**config.mk**
```make
export PLATFORM = sky130hd
export DESIGN_NAME = int_ctrl_flat
export DESIGN_NICKNAME = d
export VERILOG_FILES = /design/src/rtl/int_ctrl_pkg.sv /design/src/rtl/int_ctrl_if.sv /design/src/rtl/int_ctrl_prio_enc.sv /design/src/rtl/int_ctrl.sv /design/src/flat_wrapper.sv
export SDC_FILE = /design/constraint.sdc
export NUM_CORES = 1
export LEC_CHECK = 0
export CAP_MARGIN = 0
export CORE_ASPECT_RATIO = 1.4
export CORE_UTILIZATION = 55
export CTS_CLUSTER_SIZE = 14
export DETAILED_ROUTE_END_ITERATION = 16
export DONT_BUFFER_PORTS = 1
export GPL_ROUTABILITY_DRIVEN = 0
export PLACE_DENSITY = 0.73
export SLEW_MARGIN = 10
export SYNTH_ARGS = -nofsm -noshare
export SYNTH_HDL_FRONTEND = slang
export SYNTH_HIERARCHICAL = 1
export SYNTH_SLANG_ARGS = --single-unit
```
**constraint.sdc**
```tcl
create_clock -name clk -period 5.2 [get_ports clk]
set_clock_uncertainty 0.2 [all_clocks]
set_input_delay 0.78 -clock clk [delete_from_list [all_inputs] [get_ports clk]]
set_output_delay 0.78 -clock clk [all_outputs]
set_load 0.01 [all_outputs]
```
**src/rtl/int_ctrl_pkg.sv**
```systemverilog
// int_ctrl_pkg: shared state encodings, register offsets and base address for int_ctrl
package int_ctrl_pkg;
  typedef enum logic [1:0] {
    ST_IDLE    = 2'd0,
    ST_REQ     = 2'd1,
    ST_SERVICE = 2'd2
  } state_t;
  localparam logic [2:0] REG_PEND = 3'd0;
  localparam logic [2:0] REG_MASK = 3'd1;
  localparam logic [2:0] REG_ACK  = 3'd2;
  localparam logic [2:0] REG_CUR  = 3'd3;
  localparam logic [2:0] REG_CFG  = 3'd4;
  localparam logic [31:0] INTC_BASE = 32'h0000_7f30;
endpackage

```
**src/rtl/int_ctrl_if.sv**
```systemverilog
// int_ctrl_if: bridge register bus plus CP0 request/taken/return handshake
interface int_ctrl_if #(
  parameter int ID_W = 3
);
  logic [2:0]      addr;
  logic            we;
  logic [31:0]     wdata;
  logic [31:0]     rdata;
  logic            irq;
  logic [ID_W-1:0] cur_id;
  logic            int_taken;
  logic            eret;
  modport master (
    output addr, we, wdata, int_taken, eret,
    input  rdata, irq, cur_id
  );
  modport slave (
    input  addr, we, wdata, int_taken, eret,
    output rdata, irq, cur_id
  );
endinterface

```
**src/rtl/int_ctrl_prio_enc.sv**
```systemverilog
// prio_enc: lowest-index-first priority encoder with valid flag
module prio_enc #(
  parameter int NUM_SRC = 6,
  parameter int ID_W    = 3
) (
  input  logic [NUM_SRC-1:0] req,
  output logic [ID_W-1:0]    id,
  output logic               valid
);
  // scan from the top down so the lowest set index is the last one written
  always_comb begin
    id = '0;
    for (int i = NUM_SRC - 1; i >= 0; i--)
      if (req[i]) id = ID_W'(i);
  end
  assign valid = |req;
endmodule

```
**src/rtl/int_ctrl.sv**
```systemverilog
// int_ctrl: interrupt controller with edge capture, mask, fixed priority and CP0 handshake; INTC_LEVEL_EN adds per-source level mode via CFG
module int_ctrl
  import int_ctrl_pkg::*;
#(
  parameter int NUM_SRC = 6,
  parameter int ID_W    = 3
) (
  input logic               clk,
  input logic               reset,
  input logic [NUM_SRC-1:0] src,
  int_ctrl_if.slave         bus
);
  localparam int PAD = 32 - NUM_SRC;
  state_t             state, state_nxt;
  logic [ID_W-1:0]    cur_id, cur_id_nxt;
  logic [NUM_SRC-1:0] src_q, pend, mask, pend_nxt, ack, lvl, hit;
  logic [ID_W-1:0]    enc_id;
  logic               enc_valid;
  logic               unused_wdata;
  assign unused_wdata = ^bus.wdata[31:NUM_SRC];
  assign ack = (bus.we && bus.addr == REG_ACK) ? bus.wdata[NUM_SRC-1:0] : '0;
  assign hit = pend & mask;
`ifdef INTC_LEVEL_EN
  logic [NUM_SRC-1:0] cfg;
  // per-source level/edge selection
  always_ff @(posedge clk)
    if (reset) cfg <= '0;
    else if (bus.we && bus.addr == REG_CFG) cfg <= bus.wdata[NUM_SRC-1:0];
  assign lvl = cfg;
`else
  assign lvl = '0;
`endif
  // level sources follow the pin; edge sources set on rising edge, and a new edge beats a same-cycle ACK
  assign pend_nxt = (lvl & src) | (~lvl & ((pend & ~ack) | (src & ~src_q)));
  // source sampling, pending latch and mask register
  always_ff @(posedge clk)
    if (reset) begin
      src_q <= '0;
      pend  <= '0;
      mask  <= '0;
    end else begin
      src_q <= src;
      pend  <= pend_nxt;
      if (bus.we && bus.addr == REG_MASK) mask <= bus.wdata[NUM_SRC-1:0];
    end
  prio_enc #(.NUM_SRC(NUM_SRC), .ID_W(ID_W)) u_enc (
    .req   (hit),
    .id    (enc_id),
    .valid (enc_valid)
  );
  // request state and the source it refers to
  always_ff @(posedge clk)
    if (reset) begin
      state  <= ST_IDLE;
      cur_id <= '0;
    end else begin
      state  <= state_nxt;
      cur_id <= cur_id_nxt;
    end
  // arbitrate only in IDLE; withdraw the request if its source is acked or masked before CP0 takes it
  always_comb begin
    state_nxt  = state;
    cur_id_nxt = cur_id;
    case (state)
      ST_IDLE: if (enc_valid) begin
        state_nxt  = ST_REQ;
        cur_id_nxt = enc_id;
      end
      ST_REQ: state_nxt = bus.int_taken ? ST_SERVICE : (hit[cur_id] ? ST_REQ : ST_IDLE);
      ST_SERVICE: state_nxt = bus.eret ? ST_IDLE : ST_SERVICE;
      default: state_nxt = ST_IDLE;
    endcase
  end
  assign bus.irq    = state == ST_REQ;
  assign bus.cur_id = cur_id;
  assign bus.rdata  = bus.addr == REG_PEND ? {{PAD{1'b0}}, pend} :
                      bus.addr == REG_MASK ? {{PAD{1'b0}}, mask} :
                      bus.addr == REG_CUR  ? {{(30-ID_W){1'b0}}, state, cur_id} :
                      bus.addr == REG_CFG  ? {{PAD{1'b0}}, lvl} : 32'd0;
endmodule

```
**src/flat_wrapper.sv**
```systemverilog
// flat-port wrapper written by rule: the top's interface ports become plain ports
module int_ctrl_flat import int_ctrl_pkg::*;
#(
  parameter int NUM_SRC = 6,
  parameter int ID_W    = 3
)
  (clk, reset, src, bus_addr, bus_we, bus_wdata, bus_int_taken, bus_eret, bus_rdata, bus_irq, bus_cur_id);
  int_ctrl_if #(.ID_W(ID_W)) bus_i ();
  input logic clk;
  input logic reset;
  input logic [NUM_SRC-1:0] src;
  input wire logic [$bits(bus_i.addr)-1:0] bus_addr;
  input wire logic [$bits(bus_i.we)-1:0] bus_we;
  input wire logic [$bits(bus_i.wdata)-1:0] bus_wdata;
  input wire logic [$bits(bus_i.int_taken)-1:0] bus_int_taken;
  input wire logic [$bits(bus_i.eret)-1:0] bus_eret;
  output wire logic [$bits(bus_i.rdata)-1:0] bus_rdata;
  output wire logic [$bits(bus_i.irq)-1:0] bus_irq;
  output wire logic [$bits(bus_i.cur_id)-1:0] bus_cur_id;
  assign bus_i.addr = bus_addr;
  assign bus_i.we = bus_we;
  assign bus_i.wdata = bus_wdata;
  assign bus_i.int_taken = bus_int_taken;
  assign bus_i.eret = bus_eret;
  assign bus_rdata = bus_i.rdata;
  assign bus_irq = bus_i.irq;
  assign bus_cur_id = bus_i.cur_id;
  int_ctrl #(.NUM_SRC(NUM_SRC), .ID_W(ID_W)) u_core (.clk(clk), .reset(reset), .src(src), .bus(bus_i));
endmodule
```
==> results.md <==
- Netlist Area Pre-Place: 1319 µm²
- Max-cap violations: 0
- Synth cell types: 29
- Most frequent cells in the layout: nor2_1, conb_1, dfxtp_1, nor2b_1, mux2i_1
- Most common cell after layout, fill and taps aside: nor2_1
- Buffers added on ports: 0
- Crit path buf inv count: 0
- Register area share after synthesis: 34.91%
- CP delay by family, top: simple AND/OR/NAND/NOR gates
- I/O pins: 82
- Multi-input gate area: 715.7 µm²
- Pwr dens: 237.6 nW/µm²
- Root Buffer: clkbuf_4
- Final setup viols: 0
- Final Cycle Share: 46.26%
- Final Hold Viols: 0
- Clock Tree Buf Depth: 2
- Number of antenna violations at the first check in global routing: 0
- Peak supply drop: 0.1588 mV
- Die area: 2601 µm²
- HPWL after detailed placement: 1.774 mm
- Pre-antenna DRT Iters: 10
- Worst path cell trace: nor2_1, a22oi_1, nor2_1
- Worst setup path class: in -> out
- Vias/cell: 5.523
- First-pass GRT wire length: 3.650 mm
- Hold WS: 335.6 ps
- Die W: 43.39 µm
- P_leak: 0.5158 nW
- Global-route usage over all layers: 18.49%
- Initial core utilization: 59.21%
- Row count: 20
- Placed inst area: 1215 µm²
- Max Slew Vio Count: 0
- Synth Instances: 157
- Setup TNS: 0 ps
- Critical path fanouts, max: 9
- Failing checks: design-rule violations
- PostCTS Resize Cnt: 0
- CTS tree: built
- Critical Path Start Type: input port
- Slowest CP cell: nor2_1
- Register area: 460.4 µm²
- FF+latch count, synth: 23
- Cts hold-fix bufs: 0
- Fmax: 415.7 MHz
- H-tree level count: 1
- CP Data Arrival Time: 1430 ps
- Max incr delay on CP: 280 ps
- Vias in the first global route: 833
- CP Capture Type: output port
- RSZ-0062 raised after global routing: false
- Initial DRC count: 48
- Synth-to-Final Area Change: -5.882%
- Largest net degree at the start of global routing: 25
- Status: finished with violations
- Pwr Total: 0.0002949 W
- Total grt overflow: 0
- DRC: 9
- Routed Antenna Nets: 0
- Worst Path Required: 4220 ps
- Ys Warns: 6
- Post-Syn Area per Cell: 8.400 µm²
- WL/cell: 13.24 µm
- Diode count: 0
- # fillers: 206
- Top cell by count, worst path: nor2_1
- Routed WL: 2.330 mm
- Min Tclk post-route: 2406 ps
- Final net count: 201
- Clk_lat worst skew: 300 ps
- Clock slew at reported path FFs: 110 ps
- Worst hold path type: reg -> reg
- Share of layout cells above drive strength 1: 7.143%
- Core Footprint: 2227 µm²
- # Post-CTS Setup Buffers: 0
- CTS Sinks: 23
- Final Instance Area: 1241 µm²
- Chip Height: 59.94 µm
- Via Count: 972
- TritonCTS Buffers: 3
worst paths after layout:
check	startpoint	end	slack [ps]	cells after the start
setup / recovery	bus_addr[0]	bus_rdata[2]	2790	3
hold / removal	u_core/src_q[1]$_SDFF_PP0_	u_core/pend[1]$_SDFF_PP0_	340	3
setup reg to reg	u_core/pend[1]$_SDFF_PP0_	u_core/bus.cur_id[1]$_SDFFE_PP0P_	3020	6
hold reg to reg	u_core/src_q[1]$_SDFF_PP0_	u_core/pend[1]$_SDFF_PP0_	340	3
sequential cells by signal, summed over array words and instances (netlist names):
name and flops:
u_core/bus.cur_id 3, u_core/src_q 6, u_core/state 2, u_core/pend 6, u_core/mask 6
power breakdown:
part | switching, W | internal (W) | total [W]
logic | 0.0000175 | 0.0000112 | 0.0000288
clock network | 0.0000474 | 0.0000298 | 0.0000773
registers | 0.00000520 | 0.000184 | 0.000189
total | 0.0000702 | 0.000225 | 0.000295
stage by stage:
| step | setup WS (ps) | instances | util (%) |
|---|---|---|---|
| 2_1_floorplan | 2689 | 182 | - |
| 3_3_place_gp | 2811 | 172 | 54.55 |
| 3_5_place_dp | 2808 | 172 | 54.55 |
| 4_1_cts | 2808 | 176 | 55.73 |
| 5_1_grt | 2737 | 176 | 55.73 |
| 6_report | 2794 | 176 | 55.73 |
synthesized netlist by cell type (all sizes together):
library cell | count | share of area (%)
mux2 | 6 | 5.1
mux2i | 10 | 7.6
nor2 | 28 | 8.0
o21ai | 1 | 0.38
nor3 | 2 | 0.76
a221oi | 1 | 0.66
o211ai | 1 | 0.57
nor3b | 1 | 0.95
o311ai | 2 | 1.3
dfxtp | 23 | 35
a21oi | 6 | 2.3
or4 | 1 | 0.57
nand2b | 1 | 0.47
inv | 3 | 0.85
nand2 | 9 | 2.6
and2 | 4 | 1.9
a22oi | 6 | 3.4
nor2b | 13 | 6.2
nand4b | 1 | 0.66
conb | 1 | 0.28
nand3 | 1 | 0.38
and4bb | 2 | 1.9
or3 | 1 | 0.47
clkbuf | 2 | 0.57
or4b | 1 | 0.76
buf | 30 | 17
worst min-delay path, stage by stage, from the launching register on:
cell	delay [ps]
dfxtp_1	320
nor2b_1	40
a21oi_1	100
nor2_1	40
cell type report:
| cell class | instances | area share (%) |
|---|---|---|
| clock buffers | 4 | 2.117 |
| well taps | 22 | 2.218 |
| multi-input cells | 124 | 57.66 |
| inverters | 3 | 0.9073 |
| flip-flops and latches | 23 | 37.10 |
metal layers:
metal  up-vias  GRT usage (%)  part of all wire (%)
met3         6          3.927                   6.7
met4         0          8.036                   1.2
met1       443          19.85                    39
met5         -              0                     0
met2        55          34.20                    53
li1        468              -                     -
cell families (layout without fill, tap and decap cells):
kind of cell    Yosys count  count (layout)  share of synthesized area (%)
simple gates             65              65                          25.52
flops                    23              23                          34.91
buf+inv                  35               7                          17.93
mux                      16              16                          12.71
other cells               1              26                         0.2844
compound gates           17              17                          8.634
(Power assumes the default switching activity.)
